[config.mk]
export PLATFORM = sky130hd
export DESIGN_NAME = spike_fire_ctrl_flat
export DESIGN_NICKNAME = d
export VERILOG_FILES = /design/src/rtl/snn_pkg.sv /design/src/rtl/spike_fire_ctrl_if.sv /design/src/rtl/fire_reset_calc.sv /design/src/rtl/spike_fire_ctrl.sv /design/src/flat_wrapper.sv
export SDC_FILE = /design/constraint.sdc
export NUM_CORES = 1
export LEC_CHECK = 0
export CAP_MARGIN = 20
export CELL_PAD_IN_SITES_DETAIL_PLACEMENT = 0
export CELL_PAD_IN_SITES_GLOBAL_PLACEMENT = 1
export CORE_UTILIZATION = 34
export DETAILED_ROUTE_END_ITERATION = 10
export PLACE_DENSITY_LB_ADDON = 0.25
export REMOVE_ABC_BUFFERS = 1
export SLEW_MARGIN = 10
export SYNTH_ARGS = -nofsm -noshare
export SYNTH_HDL_FRONTEND = slang
export SYNTH_HIERARCHICAL = 1
export SYNTH_SLANG_ARGS = --single-unit
[constraint.sdc]
create_clock -name clk -period 3.5 [get_ports clk]
set_input_delay 0.7 -clock clk [delete_from_list [all_inputs] [get_ports clk]]
set_output_delay 0.7 -clock clk [all_outputs]
set_load 0.02 [all_outputs]
[src/rtl/snn_pkg.sv]
// Shared types and arithmetic for the spiking-neuron layer datapath.
// Latency: n/a (types and a pure function only).
// Backpressure: n/a.
package snn_pkg;

  // Membrane-voltage width, signed two's complement.
  localparam int VW = 16;

  typedef enum logic [2:0] {
    IDLE,
    RD,
    CMP,
    EMIT,
    DONE
  } fire_state_t;

  // v - t computed one bit wider, then clamped back into the signed VW-bit range.
  function automatic logic signed [VW-1:0] sat_sub(input logic signed [VW-1:0] v,
                                                   input logic signed [VW-1:0] t);
    logic signed [VW:0] d;
    d = {v[VW-1], v} - {t[VW-1], t};
    if (d[VW] != d[VW-1]) begin
      sat_sub = d[VW] ? {1'b1, {(VW-1){1'b0}}} : {1'b0, {(VW-1){1'b1}}};
    end else begin
      sat_sub = d[VW-1:0];
    end
  endfunction

endpackage

[src/rtl/spike_fire_ctrl_if.sv]
// Voltage-bank port plus the outgoing spike-index stream of the fire stage.
// Latency: n/a (wiring only).
// Backpressure: spike stream is valid/ready; the bank port has none.
interface spike_fire_ctrl_if #(
  parameter int VW = 16,
  parameter int AW = 4
);
  logic                 mem_rd_en;
  logic [AW-1:0]        mem_addr;
  logic signed [VW-1:0] mem_rd_data;
  logic                 mem_wr_en;
  logic signed [VW-1:0] mem_wr_data;
  logic                 spike_valid;
  logic                 spike_ready;
  logic [AW-1:0]        spike_idx;

  modport master (
    output mem_rd_en, mem_addr, mem_wr_en, mem_wr_data, spike_valid, spike_idx,
    input  mem_rd_data, spike_ready
  );

  modport slave (
    input  mem_rd_en, mem_addr, mem_wr_en, mem_wr_data, spike_valid, spike_idx,
    output mem_rd_data, spike_ready
  );
endinterface

[src/rtl/fire_reset_calc.sv]
// Threshold compare and reset-voltage selection for one neuron.
// Latency: combinational.
// Backpressure: none.
module fire_reset_calc
  import snn_pkg::*;
#(
  parameter int RESET_MODE = 0
) (
  input  logic signed [VW-1:0] v_i,
  input  logic signed [VW-1:0] t_i,
  output logic                 fire_o,
  output logic signed [VW-1:0] rst_val_o
);

  // Signed compare; mode 0 keeps the residue above threshold, mode 1 clears it.
  always_comb begin
    fire_o    = (v_i >= t_i);
    rst_val_o = (RESET_MODE != 0) ? '0 : sat_sub(v_i, t_i);
  end

endmodule

[src/rtl/spike_fire_ctrl.sv]
// Scans the membrane bank, writes back reset voltages and emits spike indices.
// Latency: 2 cycles per quiet neuron, 3 per firing neuron, plus spike stall.
// Backpressure: scan holds in EMIT with index stable until spike_ready.
module spike_fire_ctrl
  import snn_pkg::*;
#(
  parameter int N_NEURON   = 16,
  parameter int AW         = $clog2(N_NEURON),
  parameter int RESET_MODE = 0
) (
  input  logic                 clk,
  input  logic                 rst_n,
  input  logic                 start_i,
  input  logic signed [VW-1:0] thresh_i,
  output logic                 busy_o,
  output logic                 done_o,
  output logic [AW:0]          spike_count_o,
  spike_fire_ctrl_if.master    bus
);

  localparam logic [AW-1:0] LAST_IDX = AW'(N_NEURON - 1);
  localparam logic [AW-1:0] ADDR_ONE = AW'(1);
  localparam logic [AW:0]   CNT_ONE  = (AW + 1)'(1);

  fire_state_t          state_q;
  logic signed [VW-1:0] thr_q;
  logic [AW-1:0]        addr_q;
  logic [AW-1:0]        idx_q;
  logic [AW:0]          cnt_q;
  logic                 busy_q;
  logic                 done_q;
  logic                 rd_en_q;
  logic                 vld_q;

  logic [AW-1:0]        addr_d;
  logic [AW:0]          cnt_d;
  logic                 last;
  logic                 fire;
  logic signed [VW-1:0] rst_val;

  fire_reset_calc #(
    .RESET_MODE (RESET_MODE)
  ) u_calc (
    .v_i       (bus.mem_rd_data),
    .t_i       (thr_q),
    .fire_o    (fire),
    .rst_val_o (rst_val)
  );

  assign addr_d = addr_q + ADDR_ONE;
  assign cnt_d  = cnt_q + CNT_ONE;
  assign last   = (addr_q == LAST_IDX);

  // Scan sequencer; the bank address doubles as the neuron index.
  always_ff @(posedge clk or negedge rst_n) begin
    if (!rst_n) begin
      state_q <= IDLE;
      thr_q   <= '0;
      addr_q  <= '0;
      idx_q   <= '0;
      cnt_q   <= '0;
      busy_q  <= 1'b0;
      done_q  <= 1'b0;
      rd_en_q <= 1'b0;
      vld_q   <= 1'b0;
    end else begin
      case (state_q)
        IDLE: begin
          if (start_i) begin
            thr_q   <= thresh_i;
            addr_q  <= '0;
            cnt_q   <= '0;
            busy_q  <= 1'b1;
            rd_en_q <= 1'b1;
            state_q <= RD;
          end
        end
        RD: begin
          rd_en_q <= 1'b0;
          state_q <= CMP;
        end
        CMP: begin
          if (fire) begin
            vld_q   <= 1'b1;
            idx_q   <= addr_q;
            state_q <= EMIT;
          end else if (last) begin
            done_q  <= 1'b1;
            state_q <= DONE;
          end else begin
            addr_q  <= addr_d;
            rd_en_q <= 1'b1;
            state_q <= RD;
          end
        end
        EMIT: begin
          if (bus.spike_ready) begin
            vld_q <= 1'b0;
            cnt_q <= cnt_d;
            if (last) begin
              done_q  <= 1'b1;
              state_q <= DONE;
            end else begin
              addr_q  <= addr_d;
              rd_en_q <= 1'b1;
              state_q <= RD;
            end
          end
        end
        DONE: begin
          done_q  <= 1'b0;
          busy_q  <= 1'b0;
          state_q <= IDLE;
        end
        default: state_q <= IDLE;
      endcase
    end
  end

  // Read data only arrives in CMP, so the write strobe is qualified there by the
  // compare result; it still completes one cycle before the spike is offered.
  assign bus.mem_wr_en   = (state_q == CMP) && fire;
  assign bus.mem_wr_data = bus.mem_wr_en ? rst_val : '0;

  assign bus.mem_rd_en   = rd_en_q;
  assign bus.mem_addr    = addr_q;
  assign bus.spike_valid = vld_q;
  assign bus.spike_idx   = idx_q;
  assign busy_o          = busy_q;
  assign done_o          = done_q;
  assign spike_count_o   = cnt_q;

endmodule

[src/flat_wrapper.sv]
// flat-port wrapper written by rule: the top's interface ports become plain ports
module spike_fire_ctrl_flat import snn_pkg::*;
#(
  parameter int N_NEURON   = 16,
  parameter int AW         = $clog2(N_NEURON),
  parameter int RESET_MODE = 0
)
  (clk, rst_n, start_i, thresh_i, busy_o, done_o, spike_count_o, bus_mem_rd_en, bus_mem_addr, bus_mem_wr_en, bus_mem_wr_data, bus_spike_valid, bus_spike_idx, bus_mem_rd_data, bus_spike_ready);
  spike_fire_ctrl_if #(.VW(16), .AW(AW)) bus_i ();
  input  logic clk;
  input  logic rst_n;
  input  logic start_i;
  input  logic signed [VW-1:0] thresh_i;
  output logic busy_o;
  output logic done_o;
  output logic [AW:0] spike_count_o;
  output wire logic [$bits(bus_i.mem_rd_en)-1:0] bus_mem_rd_en;
  output wire logic [$bits(bus_i.mem_addr)-1:0] bus_mem_addr;
  output wire logic [$bits(bus_i.mem_wr_en)-1:0] bus_mem_wr_en;
  output wire logic [$bits(bus_i.mem_wr_data)-1:0] bus_mem_wr_data;
  output wire logic [$bits(bus_i.spike_valid)-1:0] bus_spike_valid;
  output wire logic [$bits(bus_i.spike_idx)-1:0] bus_spike_idx;
  input wire logic [$bits(bus_i.mem_rd_data)-1:0] bus_mem_rd_data;
  input wire logic [$bits(bus_i.spike_ready)-1:0] bus_spike_ready;
  assign bus_mem_rd_en = bus_i.mem_rd_en;
  assign bus_mem_addr = bus_i.mem_addr;
  assign bus_mem_wr_en = bus_i.mem_wr_en;
  assign bus_mem_wr_data = bus_i.mem_wr_data;
  assign bus_spike_valid = bus_i.spike_valid;
  assign bus_spike_idx = bus_i.spike_idx;
  assign bus_i.mem_rd_data = bus_mem_rd_data;
  assign bus_i.spike_ready = bus_spike_ready;
  spike_fire_ctrl #(.N_NEURON(N_NEURON), .AW(AW), .RESET_MODE(RESET_MODE)) u_core (.clk(clk), .rst_n(rst_n), .start_i(start_i), .thresh_i(thresh_i), .busy_o(busy_o), .done_o(done_o), .spike_count_o(spike_count_o), .bus(bus_i));
endmodule
==> metrics.md, run 1 <==
| Metric | Value |
|---|---|
| Status | complete, but fails checks |
| Failing checks | DRC, setup timing |
| Worst-path maximum fanout | 5 |
| Total CTS buffers | 5 |
| Placed Cells | 625 |
| Worst setup path class | input pin to output port |
| CP delay by family, top | simple AND/OR/NAND/NOR gates |
| Total Routing Usage GR | 20.85% |
| Area grow syn2layout | 67.39% |
| Critical-path cell list | buf_6, ha_4, nand4_1, a21oi_4, o21bai_4, a211oi_4, nor3_2, mux2i_2, nor3b_4, buf_12, buf_12, buf_8, and2_4, buf_6 |
| Worst setup SP type | input pin |
| Maximum vdd ir drop | 0.3714 mV |
| CP max stage delay | 300 ps |
| Fill count | 810 |
| CTS max path bufs | 2 |
| First-pass GRT wire length | 16,170 µm |
| Chip height | 98.44 µm |
| Clock-pin slew of the registers on the worst-case setup and hold paths | 80 ps |
| Hold path depth | 2 |
| Cell area after synthesis | 3162 µm² |
| Port bufs | 69 |
| Setup WS post-layout | -280.7 ps |
| Final period util | 108.0% |
| Cell Count, Final, Fillers Out | 670 |
| Most common cell after layout, fill and taps aside | buf_4 |
| Worst Hold Class | flip-flop to flip-flop |
| Remaining DRCs | 4 |
| Crit path depth | 14 |
| Share of the synthesized area in the top cell type | 28.49% |
| Synthesized flop and latch total | 36 |
| Yosys warning count | 6 |
| Ys flop type | dfrtp_1 |
| Largest net degree at the start of global routing | 37 |
| Syn avg cell area | 8.045 µm² |
| Normalized max-slew margin | 44.20% |
| Post-DR vias/cell | 5.154 |
| Dominant cells by area after synthesis | dfrtp_1 (28%), nand2_1 (8.9%), ha_1 (7.5%) |
| # IOs | 70 |
| Width of the die | 98.44 µm |
| Num rows | 34 |
| Detailed Routing Iterations Pass 1 | 7 |
| Max_cap viols | 0 |
| Worst EP required | 2800 ps |
| CP endpoint kind | output port |
| Routed WL | 10,070 µm |
| 1st-iter DRT viols | 113 |
| Async S/R FF share, synth | 100.0% |
| Worst Path Buf+Inv | 5 |
| Seq/Total Area, Yosys | 28.49% |
| Most frequent cells in the layout | buf_4 (93), nand2_1 (72), dfrtp_1 (36) |
| Power, Total | 5445 µW |
| Avg WL per Cell | 15.04 µm |
| Final setup vio count | 17 |
| Number of synthesized flops with an enable pin | 0 |
| Post-layout minimum cycle time | 3781 ps |
| CTS root buf | clkbuf_8 |
| Clk_skew | 3.057 ps |
| Final nets | 617 |
| Initial antenna violation count | 0 |
| HPWL after detailed placement | 7019 µm |
| Final ANT Viol Nets | 0 |
| RD Place Congestion | 0.8574 |
| Yosys top cell by area | dfrtp_1 |
| Leakage | 0.002398 µW |
| Netlist cell types | 68 |
| Fmax | 0.2645 GHz |
| Final Max Tran Viols | 0 |
| Routed via count | 3,453 |
| Max H-tree Level | 2 |
| Core ar. | 8848 µm² |
| Reg2Reg Depth | 16 |
| Layout cells sized above 1 | 40.75% |
| Clock sinks | 36 |
| Die footprint | 9689 µm² |
| Power density over cell area | 1029 nW/µm² |
| Post-Synthesis Cells | 393 |
| Congestion Overflow GR | 0 |
| Worst Path Arrival | 3080 ps |
| Slowest-stage cell, CP | nor3b_4 |
| Initial Util | 35.73% |
| Antenna diodes | 0 |
| Slew @ Worst Pin | 837.0 ps |
| TritonCTS clock tree | done |
| Vias in the first global route | 3,314 |
| Final hold vios | 0 |
| RSZ-0062 raised after global routing | true |
| Latest clock arrival within the worst-skew pair | 300 ps |
==> logic make-up after synthesis <==
group | count (synthesis) | share of synthesized area, %
AOI/OAI and AO/OA | 113 | 24.69
adders and majority gates | 25 | 9.775
buffers and inverters | 45 | 7.241
xor gates and xnor gates | 13 | 3.601
and+or+nand+nor | 153 | 23.51
DFF | 36 | 28.49
muxes | 8 | 2.691
==> registers in the layout (all words and copies together), names as in the netlist <==
register,count
u_core/bus.spike_idx,4
u_core/bus.mem_addr,4
u_core/bus.spike_valid,1
u_core/spike_count_o,5
u_core/bus.mem_rd_en,1
u_core/done_o,1
u_core/busy_o,1
u_core/state_q,3
u_core/thr_q,16
==> what timing repair did <==
action,CTS,global route
hold buffers,0,0
gates cloned,1,0
pin swaps,36,37
endpoints found under the setup margin,17,17
setup buffers,21,16
resized for setup,207,45
==> where the power goes <==
group / internal, µW / switching, µW
logic: 2280 / 2100
clock network: 139 / 165
registers: 598 / 166
==> worst register-to-register path, delay by kind of cell, from the launching register on <==
| family | cells | cell delay [ps] |
|---|---|---|
| fa+ha+maj | 1 | 290 |
| mux | 2 | 580 |
| buf+inv | 7 | 770 |
| compound gates | 3 | 580 |
| simple gates | 3 | 560 |
| flops | 1 | 350 |
==> Yosys cell counts (3+ instances only) <==
library cell / n
o21ai_1: 14
o21ai_0: 21
a31oi_1: 5
a21oi_2: 4
o211ai_1: 5
o22ai_1: 4
mux2i_1: 4
nor2_2: 3
nor3_1: 3
nand3_1: 12
and2_1: 16
buf_4: 4
maj3_1: 4
ha_1: 19
nor2b_1: 4
nand2_1: 75
mux2_2: 4
xnor2_1: 5
a21oi_1: 23
nand4_1: 4
inv_1: 29
nor2_1: 22
xor2_1: 8
nand2b_1: 3
buf_6: 5
o2bb2ai_1: 3
dfrtp_1: 36
o21a_1: 4
clkbuf_1: 4
==> metal layers <==
layer	vias to the layer above	global-route usage (%)	routed length, µm
li1	1707	-	-
met1	1652	26.32	4446
met2	78	36.40	5080
met3	16	2.837	350
met4	0	7.577	195
met5	-	0	0
==> area by class of cell <==
type                            instances  area [µm²]  area share [%]
Tap cell                              108       135.1           2.553
Clock inverter                          3       18.77          0.3546
Timing Repair Buffer                  177        1608           30.38
Inverter                               29       111.4           2.104
Clock buffer                            5       68.82           1.300
Sequential cell                        36       900.9           17.02
Multi-Input combinational cell        312        2450           46.29
==> worst paths after layout <==
path	start	endpoint	slack (ps)
max in group asynchronous	rst_n	u_core/bus.spike_idx[0]$_DFFE_PN0P_	2480
max reg2reg	u_core/thr_q[5]$_DFFE_PN0P_	u_core/bus.spike_idx[3]$_DFFE_PN0P_	270
min in group asynchronous	rst_n	u_core/thr_q[10]$_DFFE_PN0P_	500
min reg2reg	u_core/thr_q[8]$_DFFE_PN0P_	u_core/thr_q[8]$_DFFE_PN0P_	480
max	bus_mem_rd_data[5]	bus_mem_wr_data[12]	-280
min	u_core/thr_q[8]$_DFFE_PN0P_	u_core/thr_q[8]$_DFFE_PN0P_	480
==> through the flow <==
step	cell area (µm²)	utilization (%)	setup TNS, ps	hold WS (ps)	setup slack, ps
after floorplan	3042	-	-10560	404.4	-618.0
final	5293	59.81	-4122	477.5	-280.7
after detailed placement	4408	49.82	-17180	462.3	-1031
after CTS	4967	56.14	-4117	481.6	-289.2
after global placement	4408	49.82	-15820	458.8	-979.9
after global routing	5293	59.81	-5109	486.1	-337.9
(Power assumes the default switching activity.)
==> inputs of run 2 (changes only) <==
- CAP_MARGIN: 20 -> unset
- CORE_UTILIZATION: 34 -> 38
- clock period: 3.5 -> 4.1 ns (I/O delays scaled with it)
==> run 2 against run 1 <==
  * Clock power decreased by 13%
  * Global-route usage increased by 0.62 points
  * Largest cell class unchanged
  * Count of clock-buffer cells in the layout increased by 2
  * First-iteration DRC count decreased by 22%
  * Clock skew increased by 6.8 ps
  * Core utilization increased by 4.3 points
  * Combinational power decreased by 21%
  * Highest routed layer unchanged
  * Sequential share of layout area increased by 0.80 points
  * The run now ends clean
==> metrics.md, run 2 (same netlist as run 1, synthesis figures left out) <==
| Metric | Value |
|---|---|
| Area grow syn2layout | 59.91% |
| RD Place Congestion | 0.8492 (-0.96%) |
| Avg WL per Cell | 14.12 µm (-6.1%) |
| Vias in the first global route | 3,213 (-3.0%) |
| Chip height | 93.22 µm (-5.3%) |
| Normalized max-slew margin | 38.88% (-5.3 points) |
| Final setup vio count | 0 (-17) |
| TritonCTS clock tree | done |
| Maximum vdd ir drop | 0.4410 mV (+19%) |
| First-pass GRT wire length | 14,860 µm (-8.1%) |
| Most frequent cells in the layout | buf_4 (80), nand2_1 (74), clkdlybuf4s50_1 (36), dfrtp_1 (36), inv_1 (28) |
| Cell Count, Final, Fillers Out | 643 (-4.0%) |
| Max H-tree Level | 2 (unchanged) |
| Largest Register | u_core/thr_q |
| Sequential Area | 900.9 µm² (unchanged) |
| Post-layout minimum cycle time | 4006 ps |
| Width of the die | 93.22 µm (-5.3%) |
| Leakage | 0.002306 µW (-3.8%) |
| Final Max Tran Viols | 0 (unchanged) |
| Fill count | 671 (-17%) |
| Worst setup SP type | input pin |
| HPWL after detailed placement | 6581 µm (-6.2%) |
| Final nets | 596 (-3.4%) |
| Status | complete, no violations |
| Worst Path Arrival | 3190 ps (+110 ps) |
| # IOs | 70 (unchanged) |
| Detailed Routing Iterations Pass 1 | 4 (-3) |
| Post-DR vias/cell | 5.174 (+0.40%) |
| Max reg flops | 16 (unchanged) |
| Worst setup path class | input pin to output port |
| Fmax | 0.2496 GHz |
| Routed WL | 9078 µm (-9.9%) |
| Worst EP required | 3280 ps (+480 ps) |
| Congestion Overflow GR | 0 (unchanged) |
| Layout cells sized above 1 | 35.86% (-4.9 points) |
| Worst-path maximum fanout | 5 (unchanged) |
| Port bufs | 69 (unchanged) |
| Total CTS buffers | 5 (unchanged) |
| Latest clock arrival within the worst-skew pair | 290 ps (about the same) |
| Final ANT Viol Nets | 0 (unchanged) |
| Antenna diodes | 0 (unchanged) |
| Total Routing Usage GR | 21.47% (+0.62 points) |
| Clock-pin slew of the registers on the worst-case setup and hold paths | 70 ps (about the same) |
| Largest net degree at the start of global routing | 37 (unchanged) |
| Worst Hold Class | flip-flop to flip-flop |
| Final hold vios | 0 (unchanged) |
| CP endpoint kind | output port |
| Remaining DRCs | 0 (-4) |
| Placed Cells | 618 (-1.1%) |
| Hold bufs inserted after CTS | 0 (unchanged) |
| Initial Util | 40.09% (+4.4 points) |
| Initial antenna violation count | 0 (unchanged) |
| Clock sinks | 36 (unchanged) |
| Final hold slack | 472.6 ps (-4.935 ps) |
| Max_cap viols | 0 (unchanged) |
| Slew @ Worst Pin | 914.3 ps (+77.21 ps) |
| CTS max path bufs | 2 (unchanged) |
| Most common cell after layout, fill and taps aside | buf_4 |
| Die footprint | 8689 µm² (-10%) |
| Area of the multi-input gates | 2406 µm² (-1.8%) |
| CTS root buf | clkbuf_8 |
| Power density over cell area | 868.0 nW/µm² (-16%) |
| Num rows | 32 (-5.9%) |
| Routed via count | 3,327 (-3.6%) |
| Final period util | 97.71% |
| Clk_skew | 9.898 ps (+6.841 ps) |
| Core ar. | 7888 µm² (-11%) |
| 1st-iter DRT viols | 88 (-22%) |
==> run 2: layout make-up <==
| type | instances | share of cell area, % |
|---|---|---|
| timing repair buffer | 156 | 28.06 |
| clock buffer | 7 | 1.707 |
| tap | 102 | 2.524 |
| sequential | 36 | 17.82 |
| multi-input combinational | 312 | 47.59 |
| clock inverter | 1 | 0.1485 |
| inverter | 29 | 2.153 |
==> run 2: critical path, stage by stage <==
cell	delay, ps
dlygate4sd2_1	260
ha_4	310
nand3b_4	90
a21oi_4	190
o21bai_4	110
a211oi_4	260
nor3_2	80
mux2i_2	250
nor3b_4	270
buf_12	170
clkbuf_16	130
and2_4	130
buf_6	100
==> run 2: path summary, 6_finish.rpt <==
check                                            startpoint                                   to  slack (ps)  depth (start not counted)
max in group asynchronous                             rst_n          u_core/thr_q[2]$_DFFE_PN0P_        2940                          1
worst max-delay path                     bus_mem_rd_data[2]                   bus_mem_wr_data[7]          90                         13
worst min register to register  u_core/thr_q[3]$_DFFE_PN0P_          u_core/thr_q[3]$_DFFE_PN0P_         470                          2
worst max register to register  u_core/thr_q[5]$_DFFE_PN0P_  u_core/bus.spike_idx[0]$_DFFE_PN0P_         950                         15
min in group asynchronous                             rst_n          u_core/thr_q[9]$_DFFE_PN0P_         630                          1
worst min-delay path            u_core/thr_q[3]$_DFFE_PN0P_          u_core/thr_q[3]$_DFFE_PN0P_         470                          2
==> run 2: through the flow <==
step | instance area (µm²) | setup TNS [ps] | utilization (%) | setup WS, ps | total power, µW
after detailed placement | 4393 | -10640 | 55.69 | -710.4 | 3491
after global routing | 5056 | -51.74 | 64.10 | -9.605 | 4755
after global placement | 4393 | -9979 | 55.69 | -616.8 | 3441
after floorplan | 3042 | -4127 | - | -258.0 | 2322
after CTS | 4916 | -0.4081 | 62.33 | -0.4081 | 4232
final | 5056 | 0 | 64.10 | 94.07 | 4389
==> run 2: routing by layer <==
| layer | share of wire (%) | GRT usage (%) | up-vias |
|---|---|---|---|
| li1 | - | - | 1673 |
| met1 | 43 | 26.48 | 1582 |
| met2 | 52 | 38.24 | 59 |
| met3 | 2.9 | 2.846 | 13 |
| met4 | 2.2 | 7.436 | 0 |
| met5 | 0 | 0 | - |
==> run 2: power breakdown <==
group / switching [µW] / internal, µW / leakage, µW
clock: 127 / 137 / 0.0000445
combinational: 1690 / 1790 / 0.00183
sequential: 134 / 511 / 0.000434
total: 1950 / 2440 / 0.00231
==> run 2: timing repair <==
action | CTS | global route
gates cloned | 2 | 1
pin swaps | 27 | 25
buffers inserted | 11 | 3
setup endpoints to repair | 17 | 17
resized for setup | 169 | 27
